===== config.mk =====
export PLATFORM = sky130hd
export DESIGN_NAME = logic_gates_tester
export DESIGN_NICKNAME = d
export VERILOG_FILES = /design/src/rtl/logic_gates_tester.sv
export SDC_FILE = /design/constraint.sdc
export NUM_CORES = 1
export LEC_CHECK = 0
export CAP_MARGIN = 20
export CORE_MARGIN = 2
export CORE_UTILIZATION = 45
export CTS_BUF_LIST = sky130_fd_sc_hd__clkbuf_4 sky130_fd_sc_hd__clkbuf_8
export CTS_CLUSTER_DIAMETER = 200
export CTS_CLUSTER_SIZE = 24
export DETAILED_ROUTE_END_ITERATION = 10
export HOLD_SLACK_MARGIN = 0.03
export PLACE_DENSITY = 0.76
export SLEW_MARGIN = 20
export SYNTH_ARGS = -nofsm -noshare
export SYNTH_HDL_FRONTEND = slang
export SYNTH_SLANG_ARGS = --single-unit

===== constraint.sdc =====
create_clock -name clk_i -period 2.4 [get_ports clk_i]
set_clock_uncertainty 0.1 [all_clocks]
set_input_delay 0.24 -clock clk_i [delete_from_list [all_inputs] [get_ports clk_i]]
set_output_delay 0.24 -clock clk_i [all_outputs]
set_load 0.005 [all_outputs]

===== src/rtl/logic_gates_tester.sv =====
`default_nettype none
// =============================================================================
// Module   : logic_gates_tester
// Brief    : Walks {A,B} through 00..11, checks the 7-output gate bank and
//            reports a saturating mismatch count, a pass flag and a done pulse.
//            Define LOGIC_GATES_TESTER_DIAG_EN to add first-failure capture.
// Revision : 1.0
// =============================================================================
module logic_gates_tester #(
  parameter int SETTLE_CYCLES = 1,
  parameter int ERR_W         = 3
) (
  input  logic             clk_i,
  input  logic             rst_i,
  input  logic             start_i,
  input  logic [6:0]       gates_i,
  output logic             a_o,
  output logic             b_o,
  output logic             busy_o,
  output logic             done_o,
  output logic             pass_o,
`ifdef LOGIC_GATES_TESTER_DIAG_EN
  output logic [1:0]       fail_vec_o,
  output logic [6:0]       fail_mask_o,
`endif
  output logic [ERR_W-1:0] err_cnt_o
);

  localparam int               CNT_W     = (SETTLE_CYCLES > 1) ? $clog2(SETTLE_CYCLES + 1) : 1;
  localparam logic [CNT_W-1:0] SETTLE_LD = CNT_W'(SETTLE_CYCLES);
  localparam logic [ERR_W-1:0] ERR_MAX   = '1;

  typedef enum logic [1:0] {
    ST_IDLE = 2'd0,
    ST_RUN  = 2'd1,
    ST_FIN  = 2'd2
  } state_t;

  state_t           state_q, state_d;
  logic             a_q, a_d;
  logic             b_q, b_d;
  logic             busy_q, busy_d;
  logic             done_q, done_d;
  logic             pass_q, pass_d;
  logic [ERR_W-1:0] err_cnt_q, err_cnt_d;
  logic [CNT_W-1:0] cnt_q, cnt_d;
`ifdef LOGIC_GATES_TESTER_DIAG_EN
  logic [1:0]       fail_vec_q, fail_vec_d;
  logic [6:0]       fail_mask_q, fail_mask_d;
`endif

  logic [6:0] w_expected;
  logic [6:0] w_diff;
  logic       w_mismatch;

  // Bit order {XNOR,XOR,NOT,NOR,OR,NAND,AND}, derived from the registered stimulus.
  assign w_expected = {~(a_q ^ b_q), a_q ^ b_q, ~a_q, ~(a_q | b_q),
                       a_q | b_q, ~(a_q & b_q), a_q & b_q};
  assign w_diff     = gates_i ^ w_expected;
  assign w_mismatch = |w_diff;

  always_comb begin
    state_d   = state_q;
    a_d       = a_q;
    b_d       = b_q;
    busy_d    = busy_q;
    done_d    = 1'b0;
    pass_d    = pass_q;
    err_cnt_d = err_cnt_q;
    cnt_d     = cnt_q;
`ifdef LOGIC_GATES_TESTER_DIAG_EN
    fail_vec_d  = fail_vec_q;
    fail_mask_d = fail_mask_q;
`endif
    case (state_q)
      ST_IDLE: begin
        if (start_i) begin
          a_d       = 1'b0;
          b_d       = 1'b0;
          cnt_d     = SETTLE_LD;
          err_cnt_d = '0;
          pass_d    = 1'b0;
          busy_d    = 1'b1;
`ifdef LOGIC_GATES_TESTER_DIAG_EN
          fail_vec_d  = 2'b00;
          fail_mask_d = 7'b0;
`endif
          state_d   = ST_RUN;
        end
      end
      ST_RUN: begin
        if (cnt_q != '0) begin
          cnt_d = cnt_q - CNT_W'(1);
        end else begin
          if (w_mismatch) begin
            if (err_cnt_q != ERR_MAX) begin
              err_cnt_d = err_cnt_q + ERR_W'(1);
            end
`ifdef LOGIC_GATES_TESTER_DIAG_EN
            // A zero count means no earlier vector of this run has failed.
            if (err_cnt_q == '0) begin
              fail_vec_d  = {a_q, b_q};
              fail_mask_d = w_diff;
            end
`endif
          end
          if ({a_q, b_q} == 2'b11) begin
            a_d     = 1'b0;
            b_d     = 1'b0;
            busy_d  = 1'b0;
            done_d  = 1'b1;
            pass_d  = (err_cnt_q == '0) && !w_mismatch;
            state_d = ST_FIN;
          end else begin
            {a_d, b_d} = {a_q, b_q} + 2'd1;
            cnt_d      = SETTLE_LD;
          end
        end
      end
      ST_FIN: begin
        state_d = ST_IDLE;
      end
      default: begin
        state_d = ST_IDLE;
      end
    endcase
  end

  always_ff @(posedge clk_i) begin
    if (rst_i) begin
      state_q   <= ST_IDLE;
      a_q       <= 1'b0;
      b_q       <= 1'b0;
      busy_q    <= 1'b0;
      done_q    <= 1'b0;
      pass_q    <= 1'b0;
      err_cnt_q <= '0;
      cnt_q     <= '0;
`ifdef LOGIC_GATES_TESTER_DIAG_EN
      fail_vec_q  <= 2'b00;
      fail_mask_q <= 7'b0;
`endif
    end else begin
      state_q   <= state_d;
      a_q       <= a_d;
      b_q       <= b_d;
      busy_q    <= busy_d;
      done_q    <= done_d;
      pass_q    <= pass_d;
      err_cnt_q <= err_cnt_d;
      cnt_q     <= cnt_d;
`ifdef LOGIC_GATES_TESTER_DIAG_EN
      fail_vec_q  <= fail_vec_d;
      fail_mask_q <= fail_mask_d;
`endif
    end
  end

  assign a_o       = a_q;
  assign b_o       = b_q;
  assign busy_o    = busy_q;
  assign done_o    = done_q;
  assign pass_o    = pass_q;
  assign err_cnt_o = err_cnt_q;
`ifdef LOGIC_GATES_TESTER_DIAG_EN
  assign fail_vec_o  = fail_vec_q;
  assign fail_mask_o = fail_mask_q;
`endif

endmodule
`default_nettype wire

# --- Word-level counts from Yosys, hierarchy flattened ---
# Index checks and enable logic that the tools add are counted.
op_classes:
  n_addsub: 3
  eq_ne: 8
  mux: 27
  bitwise: 9
  n_reduce_logical: 12
ops:
  columns: ["cell", "n"]
  rows:
  - ["1-bit two-way mux", 13]
  - ["3-bit two-way mux", 4]
  - ["2-bit != test, second input constant", 5]
  - ["1-bit case mux with 2 select lines", 5]
  - ["7-bit OR reduction", 1]
  - ["7-bit XOR", 1]
  - ["2-bit two-way mux", 3]
  - ["3-bit case mux with 2 select lines", 1]
  - ["3-bit AND reduction", 2]
  - ["1-bit inverter", 5]
  - ["5-bit AND reduction", 1]
  - ["2-bit case mux with 2 select lines", 1]
  - ["4-bit AND reduction", 1]
  - ["3-bit by 1-bit adder with 3-bit output, second input constant", 1]
  - ["3-bit logical NOT", 1]
  - ["3-bit != test, second input constant", 1]
  - ["3-bit OR reduction", 1]
  - ["2-bit by 1-bit adder with 2-bit output, second input constant", 1]
  - ["2-bit by 1-bit == test with 1-bit output, second input constant", 1]
  - ["2-bit == test, second input constant", 1]
  - ["2-bit logical NOT", 1]
  - ["2-bit AND reduction", 1]
  - ["2-bit nonzero test", 1]
  - ["1-bit AND", 1]
  - ["5 further kinds", 5]
word_totals:
  reg_bits: 11
  input_bits: 10

# --- Longest topological paths before layout ---
depth:
  ltp_word: 9
  ltp_mapped: 6
  ltp_nobuf: 6

# --- Worst setup path before layout ---
# Ideal clock, no wire load.
synth_timing:
  path_kind: "register -> register"
  start: "reg a_q (netlist: a_o)"
  end: "reg err_cnt_q[0] (netlist: err_cnt_o[0])"
  setup_ns: 0.117
  t_arrival_ns: 1.607
  t_required_ns: 2.183
  slack_ns: 0.576
  path_stages_with_launch: 7
  n_path_buf: 0
  path_cell_list: "dfxtp_1 inv_1 ha_1 or3b_1 a21oi_2 a21oi_1 a22o_1"
synth_via:
  elab_chain_cells: 6
  elab_cells_between_ends: 11
synth_rtl:
  columns: ["item", "line", "text"]
  rows:
  - ["start: declaration", "40", "logic a_q, a_d;"]
  - ["start signal: assignment", "132", "a_q <= 1'b0;"]
  - ["start signal: assignment", "145", "a_q <= a_d;"]
  - ["1-bit AND (tied with other cells)", "58", "a_q | b_q, ~(a_q & b_q), a_q & b_q};"]
  - ["1-bit inverter, on equally long branches", "58, 57", null]
  - ["7-bit XOR (*)", "59", "assign w_diff = gates_i ^ w_expected;"]
  - ["7-bit OR reduction (*)", "60", "assign w_mismatch = |w_diff;"]
  - ["2-bit != test (no line) (*)", null, null]
  - ["5-bit AND reduction (no line) (*)", null, null]
  - ["end signal: assignment", "150", "err_cnt_q <= err_cnt_d;"]
  - ["end: declaration", "45", "logic [ERR_W-1:0] err_cnt_q, err_cnt_d;"]
# Mark *: on every way between the ends. The rest lies on a longest branch, timed or not.
# A chain may end at the register's enable or synchronous reset.

# --- Final worst setup path ---
# Same ends and word-level chain as after synthesis.

==> run_results.csv <==
group,metric,value,unit
clock_tree,cts_root_buf,"sky130_fd_sc_hd__clkbuf_4",
placement,dpl_cell_area,810,µm²
floorplan,floorplan.rows,13,
clock_tree,cts.repair.resized,0,
yosys,synth_top_area_frac,0.357,
run,cap_viol_max_count,0,
placement,worst_setup_timing_slack_at_the_placement_stage,0.455,ns
setup_path,worst_setup_path_startpoint,"a_o",
clock_tree,cts_sinks,11,
timing,timing_max_transition_violations_final,0,
yosys,post_synth_edffs,0,
floorplan,fp.dieW,41.0,µm
yosys,yosys.area.top_type,"sky130_fd_sc_hd__dfxtp_1",
setup_path,worst_ep_arrival_time,2.01,ns
yosys,async_sr_flop_fraction,0,
yosys,yosys-top-cells-area,"sky130_fd_sc_hd__dfxtp_1, sky130_fd_sc_hd__ha_1, sky130_fd_sc_hd__nand3b_1, sky130_fd_sc_hd__a32o_2, sky130_fd_sc_hd__inv_1",
placement,final_weighted_congestion_in_routability_driven_placement,0.708,
timing,final_critical_path_setup_slack,0.451,ns
timing,timing.max_slew.rel_slack,0.822,
finish,antenna_cells,0,
grt,globalRouteMet3Util,0.0815,
drt,drt-vias-per-instance,5.49,
yosys,synth_fp_nets,78,
grt,grt_overflow,0,
timing,total_count_of_hold_check_failures_in_the_final_report,0,
clock_tree,cts.path.max_buffers,2,
clock_tree,clk_pin_slew_worst_paths,0.07,ns
grt,via_count_of_the_first_global_routing_pass,472,
timing,worst_pin_slew,0.267,ns
yosys,ys_dominant_reg_cell,"sky130_fd_sc_hd__dfxtp_1",
finish,drive_above_1_share,0.167,
drt,routed_via_count,544,
grt,initial_antenna_violation_count,0,
clock_tree,post_cts_hold_buffer_count,0,
finish,multiInputGateArea,370,µm²
grt,largest_net_degree_at_the_start_of_global_routing,9,
drt,drtIter0Drc,10,
floorplan,boundaryPins,18,
yosys,ys_types,30,
hold_path,holdCritStartpoint,"pass_o",
timing,timing.final.crit_period,1.95,ns
drt,first_pass_iters,4,
setup_path,cp-start-kind,"register",
outcome,outcome,"finished, final reports clean",
grt,grt_first_pass_wirelength,1980,µm
finish,regArea,220,µm²
hold_path,timing.hold.worst.class,"reg -> reg",
setup_path,required_time_at_the_worst_slack_endpoint,2.46,ns
clock_tree,worst_skew_pair.late_latency,0.27,ns
setup_path,worst_r2r_startpoint,"a_o",
finish,filler_cell_count,116,
placement,detailed_place_hpwl,975,µm
clock_tree,htree_num_levels,1,
finish,syn_to_final_growth,36.1,%
grt,gr-usage-met1,0.218,
yosys,syn-mean-instance-area,9.79,µm²
drt,antenna_violating_nets_post_route,0,
yosys,postSynthCellCount,63,
timing,tns,0,ns
pwr,power_leakage,0.327,nW
timing,max_freq,513,MHz
drt,dr_wl_cell,11.9,µm
floorplan,coreArea,1280,µm²
finish,nNetsFinal,100,
grt,grt_met2_usage,0.297,
floorplan,initial_core_util,0.480,
yosys,netlist_area,617,µm²
pwr,totalPowerFinal,0.411,mW
clock_tree,tritoncts,"done",
setup_path,critical_path.max_fanout,4,
setup_path,worstSetupPathType,"reg -> reg",
setup_path,crit_path_end_kind,"register",
floorplan,die_h,41.0,µm
timing,setup_repair_after_global_routing_missed_its_margin,"no",
finish,design_area,840,µm²
grt,grt.busiest_layer,"met2",
yosys,synth_seq_cells,11,
clock_tree,cts_setup_buffers,0,
clock_tree,numCtsBuffers,3,
drt,drt_drc_violations_left,0,
timing,layout_worst_path_cycle_share,0.812,
timing,report.final.setup_viol,0,
grt,grtUsageTotal,0.184,
yosys,yosysSeqAreaShare,0.357,
floorplan,total_die_area,1680,µm²
placement,placement.io_buffers,17,
pwr,power_density,490,nW/µm²
pwr,power.ir.vdd_worst,0.373,mV
drt,route.final.wire_length,1180,µm
yosys,synth_warnings,0,
stage by stage:
stage | hold slack [ns] | util | cells
final | 0.376 | 0.653 | 99
after global routing | 0.391 | 0.653 | 99
after CTS | 0.381 | 0.653 | 99
after detailed placement | 0.370 | 0.630 | 95
after global placement | 0.358 | 0.630 | 95
after floorplan | 0.312 | - | 63
cell usage after synthesis, drive strengths merged, types with 2 or more instances:
master  number
nand3b       4
nor3         3
inv          6
a22oi        2
dfxtp       11
a21oi        5
nor2         4
nand2b       3
a32o         2
or3b         3
ha           5
logic make-up after synthesis:
| kind of cell | after synthesis | share of synthesized area |
|---|---|---|
| xor+xnor | 1 | 0.0142 |
| flops | 11 | 0.357 |
| compound gates | 15 | 0.219 |
| simple gates | 22 | 0.231 |
| fa+ha+maj | 5 | 0.101 |
| mux | 2 | 0.0345 |
| buf+inv | 7 | 0.0426 |
area by class of cell:
cell class	instances	share of cell area
multi-input cells	45	0.441
well taps	15	0.0224
flip-flops and latches	11	0.262
clock buffers	4	0.0358
inverters	6	0.0268
repair buffers	18	0.212
flip-flops by register name, summed over array words and instances (netlist names):
| name | flops |
|---|---|
| busy_o | 1 |
| pass_o | 1 |
| cnt_q | 1 |
| done_o | 1 |
| a_o | 1 |
| b_o | 1 |
| state_q | 2 |
| err_cnt_o | 3 |
path summary, 6_finish.rpt:
path         cells past startpoint            to  slack, ns
max reg2reg                      6  err_cnt_o[0]       0.45
min reg2reg                      2        pass_o       0.38
min                              2        pass_o       0.38
max                              6  err_cnt_o[0]       0.45
report_power, final:
part	internal [mW]	switching [mW]
Sequential	0.190	0.00692
Combinational	0.0465	0.0302
Clock	0.0757	0.0620
Total	0.312	0.0991
layout by cell type, fill, tap and decap left out, types with 2 or more instances in the layout:
| cell | Yosys | routed |
|---|---|---|
| sky130_fd_sc_hd__a21oi_1 | 4 | 4 |
| sky130_fd_sc_hd__a32o_2 | 2 | 2 |
| sky130_fd_sc_hd__nor2_1 | 4 | 4 |
| sky130_fd_sc_hd__ha_1 | 5 | 5 |
| sky130_fd_sc_hd__clkdlybuf4s50_1 | 0 | 17 |
| sky130_fd_sc_hd__dfxtp_1 | 11 | 11 |
| sky130_fd_sc_hd__or3b_1 | 2 | 2 |
| sky130_fd_sc_hd__nand3b_1 | 4 | 4 |
| sky130_fd_sc_hd__nor3_1 | 3 | 3 |
| sky130_fd_sc_hd__nand2b_1 | 2 | 2 |
| sky130_fd_sc_hd__clkbuf_4 | 0 | 4 |
| sky130_fd_sc_hd__inv_1 | 6 | 6 |
critical path, cell delays in order, from the launching register on:
cell,delay [ns]
sky130_fd_sc_hd__dfxtp_1,0.39
sky130_fd_sc_hd__inv_1,0.08
sky130_fd_sc_hd__ha_1,0.32
sky130_fd_sc_hd__or3b_1,0.37
sky130_fd_sc_hd__a21oi_2,0.20
sky130_fd_sc_hd__a21oi_1,0.13
sky130_fd_sc_hd__a22o_1,0.24
per-layer routing:
| metal | wire length (µm) | vias to the layer above |
|---|---|---|
| li1 | - | 280 |
| met2 | 554 | 11 |
| met4 | 8 | 0 |
| met5 | 0 | - |
| met1 | 561 | 251 |
| met3 | 58 | 2 |
No activity file was read; power rests on OpenSTA's default activity.
